===== config.mk =====
export PLATFORM = sky130hd
export DESIGN_NAME = i2c_bit_driver
export DESIGN_NICKNAME = d
export VERILOG_FILES = /design/src/rtl/i2c_bit_driver.sv
export SDC_FILE = /design/constraint.sdc
export NUM_CORES = 1
export LEC_CHECK = 0
export ABC_AREA = 0
export CAP_MARGIN = 20
export CORE_MARGIN = 2
export CORE_UTILIZATION = 35
export DETAILED_ROUTE_END_ITERATION = 16
export GPL_TIMING_DRIVEN = 0
export SLEW_MARGIN = 20
export SYNTH_ARGS = -nofsm -noshare
export SYNTH_HDL_FRONTEND = slang
export SYNTH_SLANG_ARGS = --single-unit

===== constraint.sdc =====
create_clock -name control_clock -period 1.8 [get_ports control_clock]
set_input_delay 0.54 -clock control_clock [delete_from_list [all_inputs] [get_ports control_clock]]
set_output_delay 0.54 -clock control_clock [all_outputs]
set_load 0.005 [all_outputs]

===== src/rtl/i2c_bit_driver.sv =====
// i2c_bit_driver: executes one START, STOP, WRITE-bit or READ-bit command at a
// time on the I2C pins. Each command is split into four quarters. SCL and SDA
// are driven as open-drain enables, and the conditioned line levels are read back
// for clock stretching, read data and arbitration.
module i2c_bit_driver #(
    parameter int CLKS_PER_QUARTER = 4
) (
    input  logic       control_clock,
    input  logic       reset,
    input  logic       cmd_valid,
    output logic       cmd_ready,
    input  logic [1:0] cmd,
    input  logic       cmd_bit,
    input  logic       scl_in,
    input  logic       sda_in,
    output logic       scl_oe,
    output logic       sda_oe,
    output logic       done,
    output logic       rx_bit,
    output logic       arb_lost
);

    localparam int QW = $clog2(CLKS_PER_QUARTER);
    localparam logic [QW-1:0] QLAST = QW'(CLKS_PER_QUARTER - 1);

    typedef enum logic [2:0] {
        IDLE,
        Q0,
        Q1,
        Q2,
        Q3
    } state_t;

    typedef enum logic [1:0] {
        CMD_START = 2'd0,
        CMD_STOP  = 2'd1,
        CMD_WRITE = 2'd2,
        CMD_READ  = 2'd3
    } cmd_t;

    state_t        state;
    logic [QW-1:0] qcnt;
    cmd_t          cur_cmd;
    logic          cur_bit;

    logic q_last;
    logic stall;
    logic arb_hit;
    logic sample_now;

    // Line enables {scl_oe, sda_oe} for a given command and quarter index.
    function automatic logic [1:0] line_drive(input cmd_t c, input logic b, input logic [1:0] q);
        logic [1:0] r;
        r = 2'b00;
        case (c)
            CMD_START: begin
                case (q)
                    2'd0:    r = 2'b00;
                    2'd1:    r = 2'b00;
                    2'd2:    r = 2'b01;
                    default: r = 2'b11;
                endcase
            end
            CMD_STOP: begin
                case (q)
                    2'd0:    r = 2'b11;
                    2'd1:    r = 2'b01;
                    2'd2:    r = 2'b01;
                    default: r = 2'b00;
                endcase
            end
            CMD_WRITE: r = {(q == 2'd0) || (q == 2'd3), ~b};
            default:   r = {(q == 2'd0) || (q == 2'd3), 1'b0};
        endcase
        return r;
    endfunction

    // A slave holding SCL low freezes the first cycle of Q1.
    assign q_last     = (qcnt == QLAST);
    assign stall      = (state == Q1) && (qcnt == '0) && !scl_in;
    assign sample_now = (state == Q2) && q_last && ((cur_cmd == CMD_WRITE) || (cur_cmd == CMD_READ));
    assign arb_hit    = sample_now && (cur_cmd == CMD_WRITE) && cur_bit && !sda_in;

    assign cmd_ready = (state == IDLE);
    assign arb_lost  = arb_hit;
    assign done      = ((state == Q3) && q_last) || arb_hit;

    // Quarter sequencing, registered line drive and bit sampling.
    always_ff @(posedge control_clock) begin
        if (reset) begin
            state   <= IDLE;
            qcnt    <= '0;
            cur_cmd <= CMD_START;
            cur_bit <= 1'b0;
            scl_oe  <= 1'b0;
            sda_oe  <= 1'b0;
            rx_bit  <= 1'b0;
        end else begin
            if (sample_now) begin
                rx_bit <= sda_in;
            end
            case (state)
                IDLE: begin
                    if (cmd_valid) begin
                        cur_cmd            <= cmd_t'(cmd);
                        cur_bit            <= cmd_bit;
                        qcnt               <= '0;
                        state              <= Q0;
                        {scl_oe, sda_oe}   <= line_drive(cmd_t'(cmd), cmd_bit, 2'd0);
                    end
                end
                default: begin
                    if (stall) begin
                        qcnt <= '0;
                    end else if (arb_hit) begin
                        qcnt             <= '0;
                        state            <= IDLE;
                        {scl_oe, sda_oe} <= 2'b00;
                    end else if (q_last) begin
                        qcnt <= '0;
                        case (state)
                            Q0: begin
                                state            <= Q1;
                                {scl_oe, sda_oe} <= line_drive(cur_cmd, cur_bit, 2'd1);
                            end
                            Q1: begin
                                state            <= Q2;
                                {scl_oe, sda_oe} <= line_drive(cur_cmd, cur_bit, 2'd2);
                            end
                            Q2: begin
                                state            <= Q3;
                                {scl_oe, sda_oe} <= line_drive(cur_cmd, cur_bit, 2'd3);
                            end
                            default: begin
                                state <= IDLE;
                            end
                        endcase
                    end else begin
                        qcnt <= qcnt + QW'(1);
                    end
                end
            endcase
        end
    end

endmodule


==> impl_metrics.json, run 1 <==
{
  "syn-num-nets": 110,
  "seqPwrFrac_pct": 45.3,
  "netlist_top_cells_count": "dfxtp_1, nor2_1, a21oi_1, inv_1, nand2_1",
  "power_density_mw_per_mm2": 581,
  "grt_max_degree": 11,
  "yosysSeqAreaShare_pct": 28.7,
  "finClkSkew_ns": 0.00249,
  "final_cells": 149,
  "cts_hold_buf": 0,
  "synth.most_common_cell": "dfxtp_1",
  "syn_avg_cell_area_um2": 7.99,
  "vdd_drop_max_v": 0.000418,
  "cts.htree.levels": 1,
  "crit_fanout": 3,
  "num_antenna_cells": 0,
  "vias": 776,
  "post_drt_wl_per_cell_um": 12.7,
  "setup_viol": 2,
  "clk_latency_ns": 0.28,
  "post-place-ws_ns": -0.756,
  "clock_power_share_pct": 28.4,
  "die_area_mm2": 0.00258,
  "arrival_ns": 1.32,
  "fmax_mhz": 539,
  "critPathKind": "in2out",
  "critPathBufInv": 2,
  "finalCritPeriodShare_pct": 103,
  "whs_ns": 0.470,
  "routed_wl_um": 1890,
  "ys.flop_type": "dfxtp_1",
  "drv_slew": 0,
  "dr.first_iter.drc_count": 7,
  "worstPathRequired_ns": 1.26,
  "startpoint_type": "input port",
  "drtAntennaViolNets": 0,
  "synth_adder_area_share_pct": 9.79,
  "io_buffers": 13,
  "synthToLayoutAreaGrowth_pct": 39.6,
  "cts.path.max_buffers": 2,
  "p_comb_share_pct": 26.3,
  "hold_viol": 0,
  "postPlaceCellArea_um2": 931,
  "synthXorXnorAreaFrac_pct": 0,
  "path_cells": "clkdlybuf4s15_1, nand3b_1, o21a_1, nor2_1, buf_2",
  "yosys.area.top_type_share_pct": 28.7,
  "synth.top_cells.by_area": "dfxtp_1, ha_1, a21oi_1",
  "fp.dieW_um": 50.8,
  "synth_top_family_by_area": "simple AND/OR/NAND/NOR gates",
  "reg2reg_slack_ns": 0.15,
  "pin_count": 14,
  "dp_hpwl_um": 1280,
  "synth_area_leader_cell": "dfxtp_1",
  "coreArea_mm2": 0.00202,
  "maxSlewHeadroom_pct": 68.2,
  "violations": "negative setup slack",
  "grt_pass1_wl_um": 3150,
  "grtUsageTotal_pct": 16.1,
  "setup_slack_ns": -0.0554,
  "num_rows": 16,
  "yosys_warnings": 0,
  "internal_power_mw": 0.435,
  "cpLargestDelayFamily": "buffers and inverters",
  "cts_root_buffer": "clkbuf_4",
  "status": "complete, but fails checks",
  "dieHeight_um": 50.8,
  "antenna_found_initial": 0,
  "design_area_mm2": 0.00107,
  "synth-edff-count": 0,
  "place_congestion": 0.820,
  "syn_inst": 96,
  "ys_seq_elements": 11,
  "critPathMaxStageDelay_ns": 0.21,
  "cp-end-kind": "primary output",
  "overflow": 0,
  "swShare_pct": 30.1,
  "slowest_stage": "nand3b_1",
  "path_clk_slew_ns": 0.07,
  "rsz0062_at_grt": "yes",
  "dpl.cell_count": 136,
  "clock_sinks": 11,
  "p_total_mw": 0.622,
  "p_switching_mw": 0.187,
  "remaining_drc_errors": 0,
  "cts_tree": "yes",
  "synth_mux_area_share_pct": 2.77,
  "synthDistinctLibCells": 36,
  "grt_pass1_vias": 712,
  "ys_async_sr_fraction_pct": 0,
  "firstDrtPassIters": 4,
  "nNetsFinal": 137,
  "leakagePower_nw": 0.410,
  "initial_core_util_pct": 37.9,
  "drive_above_1_share_pct": 28.7,
  "yosys.area_share.simple_pct": 28.4,
  "syn_area_um2": 767,
  "cts_buffers": 3,
  "tightestPinTransition_ns": 0.477,
  "cap_violations": 0,
  "hp-class": "reg2reg",
  "period_needed_ns": 1.86,
  "viasPerCell": 5.21,
  "synth-compound-area-share_pct": 22.7
}
[routing by layer]
layer  routed length [µm]  vias to the layer above  track usage [%]
met1                  822                      361             19.3
li1                     -                      392                -
met4                   32                        0             5.41
met5                    0                        -                0
met2                  936                       18             28.7
met3                   93                        5             3.22
[path summary, 6_finish.rpt]
path | start | endpoint | cells after the start
setup / recovery | sda_in | done | 5
hold / removal | scl_oe | scl_oe | 2
setup reg to reg | cur_cmd[0] | sda_oe | 7
hold reg to reg | scl_oe | scl_oe | 2
[cell families (layout without fill, tap and decap cells)]
group | Yosys count | after routing
adder cells (fa/ha/maj) | 6 | 6
multiplexers | 2 | 2
flip-flops | 11 | 11
AO/OA/AOI/OAI | 26 | 26
buffers and inverters | 13 | 39
AND/OR/NAND/NOR | 38 | 38
[cells in the final DEF (no fill, tap or decap), types with 2 or more instances in the layout]
master            n
inv_1             8
nand3_1           3
dfxtp_4           2
a31o_2            2
ha_1              4
dfxtp_2           5
a21oi_1           9
clkdlybuf4s50_1   9
nand3b_1          3
nand2_1           8
nor2_1           10
clkbuf_1          2
dfxtp_1           4
o21ai_0           5
buf_2             3
nand2b_1          2
nor2b_1           2
clkbuf_4          3
ha_4              2
buf_4            10
[worst min-delay path, cell delays in order, from the launching register on]
cell and delay [ns]:
dfxtp_1 0.31, nand3_1 0.06, a21oi_1 0.06
[sequential cells by signal, summed over array words and instances, names as in the netlist]
register	count
cur_cmd	2
rx_bit	1
sda_oe	1
qcnt	2
state	3
cur_bit	1
scl_oe	1
[cell type report]
class                      instances  area (µm²)
fill                             197         951
multi-input combinational         72         529
sequential                        11         234
timing repair buffer              23         198
inverter                           9        33.8
tap                               27        33.8
clock buffer                       4        26.3
buffer                             3        16.3
[power groups by stage]
stage | Clock [mW] | Sequential [mW] | Combinational, mW
5_1_grt | 0.196 | 0.284 | 0.185
4_1_cts | 0.176 | 0.283 | 0.156
2_1_floorplan | 0 | 0.280 | 0.0925
3_5_place_dp | 0 | 0.283 | 0.146
6_report | 0.177 | 0.282 | 0.164
3_3_place_gp | 0 | 0.282 | 0.146
[per-stage QoR]
stage	utilization (%)	setup TNS (ns)
2_1_floorplan	-	0
3_3_place_gp	46.0	-2.17
3_5_place_dp	46.0	-2.23
4_1_cts	52.1	-0.0984
5_1_grt	53.0	-0.233
6_report	53.0	-0.0893
[what timing repair did]
action	in CTS	in global routing
resized for setup	27	3
setup buffers	7	3
endpoints found under the setup margin	3	4
pin swaps	2	2
endpoints found under the hold margin	0	0
No activity file was read; power rests on OpenSTA's default activity.
==> run 2: changes to the inputs <==
--- a/config.mk
+++ b/config.mk
@@ -10,7 +10,6 @@
 export CORE_MARGIN = 2
 export CORE_UTILIZATION = 35
 export DETAILED_ROUTE_END_ITERATION = 16
-export GPL_TIMING_DRIVEN = 0
 export SLEW_MARGIN = 20
 export SYNTH_ARGS = -nofsm -noshare
 export SYNTH_HDL_FRONTEND = slang
==> impl_metrics.json, run 2 (synthesized netlist as in run 1, its figures left out) <==
{
  "drv_slew": 0,
  "pin_count": 14,
  "maxSlewHeadroom_pct": 70.0,
  "drive_above_1_share_pct": 34.1,
  "initial_core_util_pct": 37.9,
  "final_cell_mix": "buf_4, nor2_1, a21oi_1, clkdlybuf4s50_1",
  "endpoint": "arb_lost",
  "vdd_drop_max_v": 0.000374,
  "synthToLayoutAreaGrowth_pct": 50.4,
  "largest_register_ffs": 3,
  "grt_max_degree": 12,
  "worstPathRequired_ns": 1.26,
  "routed_wl_um": 1870,
  "cts_hold_buf": 0,
  "critPathKind": "reg2out",
  "reg_top3": "state: 3 flops, cur_cmd: 2 flops, qcnt: 2 flops",
  "critPathBufInv": 3,
  "path_clk_slew_ns": 0.07,
  "num_rows": 16,
  "reg2reg_slack_ns": 0.19,
  "hp-class": "reg2reg",
  "dieHeight_um": 50.8,
  "regArea_um2": 225,
  "fill_cells": 197,
  "cts.path.max_buffers": 2,
  "drtAntennaViolNets": 0,
  "cp-end-kind": "primary output",
  "antenna_found_initial": 0,
  "grt_pass1_wl_um": 3300,
  "vias": 825,
  "cp_num_cells": 6,
  "clock_power_share_pct": 27.0,
  "overflow": 0,
  "arrival_ns": 1.28,
  "hold_start": "scl_oe",
  "leakagePower_nw": 0.476,
  "clk_latency_ns": 0.27,
  "cpLargestDelayFamily": "buffers and inverters",
  "clock_sinks": 11,
  "final_common_cell": "buf_4",
  "cts_buffers": 3,
  "whs_ns": 0.472,
  "violations": "negative setup slack",
  "setup_slack_ns": -0.0159,
  "top_register": "state",
  "p_switching_mw": 0.187,
  "place_congestion": 0.816,
  "firstDrtPassIters": 4,
  "setup_viol": 2,
  "rsz0062_at_grt": "yes",
  "cap_violations": 0,
  "startpoint_type": "register",
  "finClkSkew_ns": 0.0122,
  "dr.first_iter.drc_count": 8,
  "status": "complete, but fails checks",
  "seqPwrFrac_pct": 43.4,
  "finalCritPeriodShare_pct": 101,
  "die_area_mm2": 0.00258,
  "p_comb_share_pct": 29.6,
  "coreArea_mm2": 0.00202,
  "dp_hpwl_um": 1480,
  "crit_fanout": 3,
  "grtUsageTotal_pct": 16.6,
  "multiInputGateArea_um2": 519,
  "rr_worst_depth": 7,
  "swShare_pct": 29.1,
  "finalSetupTns_ns": -0.0178,
  "num_antenna_cells": 0,
  "fmax_mhz": 551,
  "timing.rr.end": "sda_oe",
  "fp.dieW_um": 50.8,
  "critPathMaxStageDelay_ns": 0.33,
  "remaining_drc_errors": 0,
  "power_density_mw_per_mm2": 556,
  "startpoint": "cur_cmd[0]",
  "post_drt_wl_per_cell_um": 11.5,
  "io_buffers": 13,
  "tightestPinTransition_ns": 0.449,
  "slowest_stage": "dfxtp_2",
  "grt_pass1_vias": 764,
  "period_needed_ns": 1.82,
  "cts_tree": "yes",
  "path_cells": "inv_2, ha_4, nand3b_1, buf_4, nor2_4, buf_2",
  "cts_root_buffer": "clkbuf_4",
  "internal_power_mw": 0.455,
  "hold_viol": 0,
  "cts.htree.levels": 1,
  "r2r-start": "cur_cmd[1]",
  "viasPerCell": 5.09,
  "nNetsFinal": 150
}
[run 2: cell types whose count changed in the layout (fill, tap and decap cells not counted), sizes merged]
cell / before / now
buf: 14 / 28
clkbuf: 5 / 4
clkdlybuf4s15: 1 / 2
dlygate4sd2: 1 / 0
[run 2: how the worst min path moves through the flow]
stage	to	slack [ns]	depth (start not counted)
2_1_floorplan	qcnt[0]	0.45	2
3_3_place_gp	rx_bit	0.46	2
3_5_place_dp	scl_oe	0.47	2
4_1_cts	scl_oe	0.48	2
5_1_grt	scl_oe	0.51	2
6_report	scl_oe	0.47	2
[run 2: timing repair]
item / in CTS / in global routing
resized for setup: 20 / 3
pin swaps: 4 / 2
setup buffers: 0 / 1
endpoints found under the setup margin: 3 / 3
gates cloned: 0 / 0
[run 2: through the flow]
stage / cells / total power, mW / cell area (µm²) / setup WS, ns / utilization [%]
after floorplan: 96 / 0.372 / 767 / 0.242 / -
after global placement: 157 / 0.463 / 1090 / -0.626 / 54.1
after detailed placement: 157 / 0.466 / 1090 / -0.653 / 54.1
after CTS: 161 / 0.644 / 1140 / -0.0278 / 56.5
after global routing: 162 / 0.684 / 1150 / -0.107 / 57.1
final: 162 / 0.642 / 1150 / -0.0159 / 57.1
[run 2: power by group through the flow]
stage	clock [mW]	combinational, mW	sequential (mW)
2_1_floorplan	0	0.0925	0.280
3_3_place_gp	0	0.184	0.280
3_5_place_dp	0	0.186	0.281
4_1_cts	0.178	0.188	0.278
5_1_grt	0.189	0.214	0.281
6_report	0.173	0.190	0.279
[run 2: layout make-up]
cell class	count	share of cell area, %
clock buffer	4	2.28
inverter	9	2.93
tap	27	2.93
multi-input combinational	72	45.0
sequential	11	19.5
timing repair buffer	39	27.3
[run 2: worst reg2reg max path, cell delays in order, from the launching register on]
cell and delay (ns):
dfxtp_2 0.34, buf_4 0.13, inv_1 0.08, ha_1 0.18, nor2b_1 0.14, o311ai_1 0.11, a211o_1 0.28, a311oi_2 0.24
[run 2: metal layers]
layer / vias to the layer above / track usage, % / wire length [µm]
li1: 421 / - / -
met1: 384 / 21.6 / 846
met2: 16 / 28.7 / 943
met3: 4 / 1.75 / 52
met4: 0 / 5.41 / 25
met5: - / 0 / 0
